==> config.mk <==
export PLATFORM = sky130hd
export DESIGN_NAME = image_xform_engine
export DESIGN_NICKNAME = d
export VERILOG_FILES = /design/src/rtl/image_xform_engine.sv
export SDC_FILE = /design/constraint.sdc
export NUM_CORES = 1
export LEC_CHECK = 0
export ABC_AREA = 1
export CAP_MARGIN = 20
export CORE_AREA = 2 2 126 128
export DETAILED_ROUTE_END_ITERATION = 7
export DIE_AREA = 0 0 128 130
export SYNTH_ARGS = -nofsm -noshare
export SYNTH_HDL_FRONTEND = slang
export SYNTH_SLANG_ARGS = --single-unit
==> constraint.sdc <==
create_clock -name clk -period 4.4 [get_ports clk]
set_input_delay 0.88 -clock clk [delete_from_list [all_inputs] [get_ports clk]]
set_output_delay 0.88 -clock clk [all_outputs]
set_load 0.005 [all_outputs]
==> src/rtl/image_xform_engine.sv <==
// rtl/image_xform_engine.sv - one-pixel-per-clock frame copy with optional h/v mirror and colour invert
module image_xform_engine #(
  parameter int IMG_W  = 320,
  parameter int IMG_H  = 240,
  parameter int PIX_W  = 8,
  parameter int ADDR_W = 17
) (
  input  logic              clk,
  input  logic              reset_n,
  input  logic              start_i,
  input  logic [2:0]        mode_i,
  output logic              busy_o,
  output logic              done_o,
  output logic              rd_en_o,
  output logic [ADDR_W-1:0] rd_addr_o,
  input  logic [PIX_W-1:0]  rd_data_i,
  output logic              wr_en_o,
  output logic [ADDR_W-1:0] wr_addr_o,
  output logic [PIX_W-1:0]  wr_data_o
);

  localparam logic [ADDR_W-1:0] W_A        = ADDR_W'(IMG_W);
  localparam logic [ADDR_W-1:0] WM1_A      = ADDR_W'(IMG_W - 1);
  localparam logic [ADDR_W-1:0] HM1_A      = ADDR_W'(IMG_H - 1);
  localparam logic [ADDR_W-1:0] LAST_ROW_A = ADDR_W'((IMG_H - 1) * IMG_W);

  typedef enum logic [1:0] {IDLE, RUN, DRAIN, DONE} state_t;

  state_t            state_q;
  logic [2:0]        mode_q;
  logic [ADDR_W-1:0] x_q, y_q, rowb_q, dst_q, rd_addr_q, wr_addr_q;
  logic              rd_en_q, wr_en_q, busy_q, done_q;

  logic              row_end, last_pix;
  logic [ADDR_W-1:0] x_d, y_d, rowb_d, dst_d, start_rowb, start_dst;

  // rowb tracks dy*IMG_W incrementally so the destination needs no multiplier
  always_comb begin
    row_end    = (x_q == WM1_A);
    last_pix   = row_end && (y_q == HM1_A);
    x_d        = row_end ? '0 : x_q + 1'b1;
    y_d        = row_end ? y_q + 1'b1 : y_q;
    rowb_d     = !row_end ? rowb_q : (mode_q[1] ? rowb_q - W_A : rowb_q + W_A);
    dst_d      = rowb_d + (mode_q[0] ? WM1_A - x_d : x_d);
    start_rowb = mode_i[1] ? LAST_ROW_A : '0;
    start_dst  = start_rowb + (mode_i[0] ? WM1_A : '0);
  end

  always_ff @(posedge clk or negedge reset_n) begin
    if (!reset_n) begin
      state_q   <= IDLE;
      mode_q    <= '0;
      x_q       <= '0;
      y_q       <= '0;
      rowb_q    <= '0;
      dst_q     <= '0;
      rd_addr_q <= '0;
      wr_addr_q <= '0;
      rd_en_q   <= 1'b0;
      wr_en_q   <= 1'b0;
      busy_q    <= 1'b0;
      done_q    <= 1'b0;
    end else begin
      wr_en_q   <= rd_en_q;
      wr_addr_q <= dst_q;
      done_q    <= 1'b0;
      case (state_q)
        IDLE: begin
          if (start_i) begin
            mode_q    <= mode_i;
            x_q       <= '0;
            y_q       <= '0;
            rowb_q    <= start_rowb;
            dst_q     <= start_dst;
            rd_addr_q <= '0;
            rd_en_q   <= 1'b1;
            busy_q    <= 1'b1;
            state_q   <= RUN;
          end
        end
        RUN: begin
          if (last_pix) begin
            rd_en_q <= 1'b0;
            state_q <= DRAIN;
          end else begin
            x_q       <= x_d;
            y_q       <= y_d;
            rowb_q    <= rowb_d;
            dst_q     <= dst_d;
            rd_addr_q <= rd_addr_q + 1'b1;
          end
        end
        DRAIN: begin
          busy_q  <= 1'b0;
          done_q  <= 1'b1;
          state_q <= DONE;
        end
        default: state_q <= IDLE;
      endcase
    end
  end

  assign busy_o    = busy_q;
  assign done_o    = done_q;
  assign rd_en_o   = rd_en_q;
  assign rd_addr_o = rd_addr_q;
  assign wr_en_o   = wr_en_q;
  assign wr_addr_o = wr_addr_q;
  // read data arrives one cycle after rd_en, aligned with wr_en, so it is passed straight through
  assign wr_data_o = wr_en_q ? (rd_data_i ^ {PIX_W{mode_q[2]}}) : '0;

endmodule

Yosys cells after proc, flatten, opt, wreduce, memory -nomap -nowiden
Index checks and enable logic that the tools add are counted.
Widths: inputs -> output; s select.
{"block": "op_classes", "n_eq_ne": 8, "n_bitwise": 1, "mux": 29, "n_reduce_logical": 10, "add_sub_neg": 8}
{"cell": "$mux 17", "n": 14}
{"cell": "$pmux 17 s2", "n": 5}
{"cell": "$add 17x1->17 const B", "n": 3}
{"cell": "$add 17x17->17", "n": 1}
{"cell": "$add 17x9->17", "n": 1}
{"cell": "$add 17x9->17 const B", "n": 1}
{"cell": "$eq 17x8->1 const B", "n": 1}
{"cell": "$eq 17x9->1 const B", "n": 1}
{"cell": "$sub 17x9->17 const B", "n": 1}
{"cell": "$sub 9x17->17 const A", "n": 1}
{"cell": "$mux 9", "n": 1}
{"cell": "$mux 8", "n": 1}
{"cell": "$ne 2x2->1 const B", "n": 4}
{"cell": "$xor 8x8->8", "n": 1}
{"cell": "$pmux 2 s3", "n": 1}
{"cell": "$reduce_and 2->1", "n": 3}
{"cell": "$reduce_and 3->1", "n": 2}
{"cell": "$mux 2", "n": 2}
{"cell": "$pmux 1 s2", "n": 2}
{"cell": "$reduce_and 4->1", "n": 1}
{"cell": "$reduce_bool 2->1", "n": 2}
{"cell": "$mux 1", "n": 3}
{"cell": "$eq 2x1->1 const B", "n": 1}
{"cell": "$eq 2x2->1 const B", "n": 1}
{"cell": "other kinds (2)", "n": 2}
{"block": "word_totals", "register_bits": 111, "inputBits": 14, "word_cells": 68}

Longest topological paths before layout
{"block": "depth", "word_depth": 7, "ltp_mapped": 26}

Worst setup path after synthesis
No wires, ideal clock.
{"block": "synth_timing", "path_type": "register to register", "startpoint": "reg mode_q[1]", "endpoint": "reg dst_q[16]", "setup_ns": 0.077, "synth_period_minus_slack_ns": 3.245, "t_required_ns": 4.323, "n_path_buf": 0, "stages_incl_launch_ff": 22, "setup_slack_ns": 1.155, "arrival_time_ns": 3.168, "cell_sequence": "dfrtp_1 -> inv_1 -> fa_1 -> o21a_1 -> o21ai_0 -> a31oi_1 -> xor2_1 -> inv_1 -> o21ai_0 -> inv_1 -> ha_1 -> nand2_1 -> nor2_1 -> nand3_1 -> o2111ai_1 -> nand2_1 -> inv_1 -> nor2_1 -> inv_1 -> nand2_1 -> nand3_1 -> a21oi_1"}
{"block": "synth_via", "elab_chain_len": 5}
{"element": "from (decl)", "line": "30", "source": "logic [2:0] mode_q;"}
{"element": "from (signal assigned)", "line": "70", "source": "mode_q <= mode_i;"}
{"element": "$mux 17 (2 in a row)", "line": "43", "source": "rowb_d = !row_end ? rowb_q : (mode_q[1] ? rowb_q - W_A : rowb_q + W_A);"}
{"element": "$add 17x17->17", "line": "44", "source": "dst_d = rowb_d + (mode_q[0] ? WM1_A - x_d : x_d);"}
{"element": "$mux 17", "line": "82", "source": "if (last_pix) begin"}
{"element": "$pmux 17 s2", "line": "67", "source": "case (state_q)"}
{"element": "to (signal assigned)", "line": "74", "source": "dst_q <= start_dst;"}
{"element": "to (signal assigned)", "line": "89", "source": "dst_q <= dst_d;"}
{"element": "to (decl)", "line": "31", "source": "logic [ADDR_W-1:0] x_q, y_q, rowb_q, dst_q, rd_addr_q, wr_addr_q;"}
Every way passes these cells. The select of a mux whose other input is x is not followed.
A chain may end at the register's enable or synchronous reset.

Final worst setup path
Ends and elaborated chain as after synthesis.

==> flow_metrics.env <==
export IMPL_crit_type="register to register"
export IMPL_powerDensity_nw_per_um2=664
export IMPL_clk_pin_slew_worst_paths_ns=0.07
export IMPL_power_share_clock=0.153
export IMPL_start_util=0.416
export IMPL_routed_via_density=5.28
export IMPL_ys_ff_latch=105
export IMPL_ys_top_cells_by_count="nand2_1 (164), dfrtp_1 (105), inv_1 (89)"
export IMPL_yosys_warnings=0
export IMPL_antenna_found_initial=0
export IMPL_routed_wl_um=15900
export IMPL_yosysTopAreaCellShare=0.409
export IMPL_comb_power_share=0.529
export IMPL_syn_cell_area_sq_um=6420
export IMPL_place_area_sq_um=7190
export IMPL_tightest_slew_ns=0.838
export IMPL_grt_max_degree=64
export IMPL_die_area_sq_um=16600
export IMPL_p_seq_frac=0.319
export IMPL_status="completed"
export IMPL_tns_ns=0
export IMPL_slew_headroom=0.441
export IMPL_synth_edff_count=0
export IMPL_clock_path_buffers=2
export IMPL_finalSetupViolCount=0
export IMPL_hpwl_um=11900
export IMPL_fin_crit_ns=3.74
export IMPL_power_switching_w=0.00224
export IMPL_die_h_um=130
export IMPL_h_tree_depth=3
export IMPL_finalCritPeriodShare=0.850
export IMPL_tritoncts="done"
export IMPL_cp_start_kind="register"
export IMPL_dr_pass1_iters=7
export IMPL_root_buffer="clkbuf_16"
export IMPL_p_leak_nw=3.30
export IMPL_die_w_um=128
export IMPL_required_ns=4.68
export IMPL_core_area_sq_um=15400
export IMPL_fillers=1495
export IMPL_io_buffers=59
export IMPL_max_freq_mhz=267
export IMPL_p_int_w=0.00271
export IMPL_synth_cell_type_count=52
export IMPL_ctsHoldBuffers=0
export IMPL_synth_top_area_cell="dfrtp_1"
export IMPL_arrival_ns=4.02
export IMPL_syn_nets=848
export IMPL_syn_avg_cell_area_sq_um=7.96
export IMPL_gp_congestion=0.895
export IMPL_nets=904
export IMPL_r2r_slack_ns=0.66
export IMPL_worstSkewPairLatency_ns=0.36
export IMPL_peakVddDrop_mv=0.324
export IMPL_wl_per_cell_um=15.0
export IMPL_hp_class="register to register"
export IMPL_cts_buffers=9
export IMPL_swShare=0.452
export IMPL_multi_input_comb_area_sq_um=3300
export IMPL_cap_viol_max_count=0
export IMPL_endpoint_kind="register"
export IMPL_async_flop_share=1.00
export IMPL_synthFlopType="dfrtp_1"
export IMPL_first_global_vias=5273
export IMPL_drc=0
export IMPL_vias=5590
export IMPL_skew_ns=0.0124
export IMPL_layout_drive_gt1_share=0.0692
export IMPL_cts_resized_gates=0
export IMPL_ios=60
export IMPL_hold_viol=0
export IMPL_seq_area_frac_synth=0.409
export IMPL_ant_nets=0
export IMPL_synthCells=807
export IMPL_grt_setup_unrepaired="false"
export IMPL_regArea_sq_um=2630
export IMPL_clkSinkCount=105
export IMPL_drt_initial_drc_count=437
export IMPL_track_usage=0.201
export IMPL_cp_max_fo=10
export IMPL_area_growth_pct=16.1
export IMPL_post_cts_buffers=0
export IMPL_diodes=0
export IMPL_grt_first_pass_wirelength_um=26600
export IMPL_num_rows=46
export IMPL_synth_most_common_cell="nand2_1"
export IMPL_gr_total_overflow=0
export IMPL_synth_area_leaders="dfrtp_1 (41%), nand2_1 (9.6%), inv_1 (5.2%)"
export IMPL_stdcell_area_sq_um=7460
export IMPL_slew_violations=0
-- per-layer routing --
| layer | GRT usage | part of all wire | vias to the layer above | routed length, um |
|---|---|---|---|---|
| met5 | 0 | 0 | - | 0 |
| met4 | 0.0556 | 0.020 | 0 | 323 |
| met3 | 0.0381 | 0.044 | 18 | 697 |
| met2 | 0.332 | 0.47 | 128 | 7420 |
| met1 | 0.272 | 0.47 | 2597 | 7490 |
| li1 | - | - | 2847 | - |
-- power groups by stage --
stage               Combinational [W]  Clock [W]  Sequential, W
detailed placement            0.00261          0        0.00160
finish                        0.00262   0.000756        0.00158
global route                  0.00297   0.000811        0.00163
floorplan                     0.00186          0        0.00151
CTS                           0.00262   0.000777        0.00158
global placement              0.00260          0        0.00160
-- placed cells by master, fill, tap and decap left out, types with 2 or more instances in the layout --
cell type        count
a21boi_0             2
a21oi_1             50
a22o_1               2
a22oi_1              4
a31oi_1              9
buf_4               10
clkbuf_16            9
clkdlybuf4s50_1     58
clkinv_1             2
clkinv_2             2
clkinvlp_4           2
dfrtp_1            105
ha_1                26
inv_1               89
inv_2                3
nand2_1            164
nand2_2              7
nand2_4              2
nand3_1             52
nand3_2              5
nand3b_1             2
nand4_1             17
nor2_1              57
nor2_2               3
nor2_4               4
nor3_1              24
nor3_2               2
nor3b_1              2
nor4_1               8
o2111ai_1            2
o21ai_0             44
o21ai_1              7
o22ai_1             15
o31ai_1             19
or2_2                3
xnor2_1             11
xor2_1              27
-- final timing paths --
path | from | to | depth (start not counted)
setup / recovery | mode_q[1]$_DFFE_PN0P_ | dst_q[16]$_DFFE_PN0P_ | 21
hold / removal | dst_q[10]$_DFFE_PN0P_ | wr_addr_o[10]$_DFF_PN0_ | 0
setup reg to reg | mode_q[1]$_DFFE_PN0P_ | dst_q[16]$_DFFE_PN0P_ | 21
hold reg to reg | dst_q[10]$_DFFE_PN0P_ | wr_addr_o[10]$_DFF_PN0_ | 0
max in group asynchronous | reset_n | x_q[2]$_DFFE_PN0P_ | 2
min in group asynchronous | reset_n | y_q[14]$_DFFE_PN0P_ | 1
-- kinds of logic after synthesis --
group	after synthesis	synth area share
AND/OR/NAND/NOR	356	0.259
AO/OA/AOI/OAI	163	0.150
buffers and inverters	118	0.0764
flip-flops	105	0.409
XOR/XNOR	38	0.0518
adder cells (fa/ha/maj)	27	0.0538
-- state kept, by name, indices dropped and copies added, names as in the netlist --
register and count:
busy_o 1, done_o 1, dst_q 17, mode_q 3, rd_addr_o 17, rd_en_o 1
rowb_q 11, state_q 2, wr_addr_o 17, wr_en_o 1, x_q 17, y_q 17
-- per-stage QoR --
stage,util,power (W),setup WS [ns],instances,hold WS [ns]
floorplan,-,0.00337,1.15,807,0.354
global placement,0.466,0.00420,0.772,1044,0.359
detailed placement,0.466,0.00420,0.724,1044,0.361
CTS,0.483,0.00497,0.695,1059,0.378
global route,0.483,0.00541,0.202,1059,0.391
finish,0.483,0.00495,0.660,1059,0.375
-- worst max-delay path, stage by stage, from the launching register on --
cell,delay (ns)
dfrtp_1,0.59
inv_1,0.16
fa_1,0.49
o21a_1,0.24
o21ai_0,0.31
a31oi_1,0.15
xor2_1,0.15
inv_1,0.05
o21ai_0,0.20
inv_1,0.08
ha_1,0.34
nand2_1,0.10
nor2_1,0.06
nand3_1,0.07
o2111ai_1,0.13
nand2_1,0.08
inv_1,0.05
nor2_1,0.12
inv_1,0.05
nand2_1,0.06
nand3_1,0.06
a21oi_1,0.13
-- cell type report --
| class | count | share of cell area |
|---|---|---|
| clock inverters | 4 | 0.00386 |
| inverters | 95 | 0.0480 |
| repair buffers | 68 | 0.0879 |
| flip-flops and latches | 105 | 0.352 |
| well taps | 192 | 0.0322 |
| multi-input cells | 584 | 0.443 |
| clock buffers | 11 | 0.0326 |
Power figures use the tool's default switching activity.
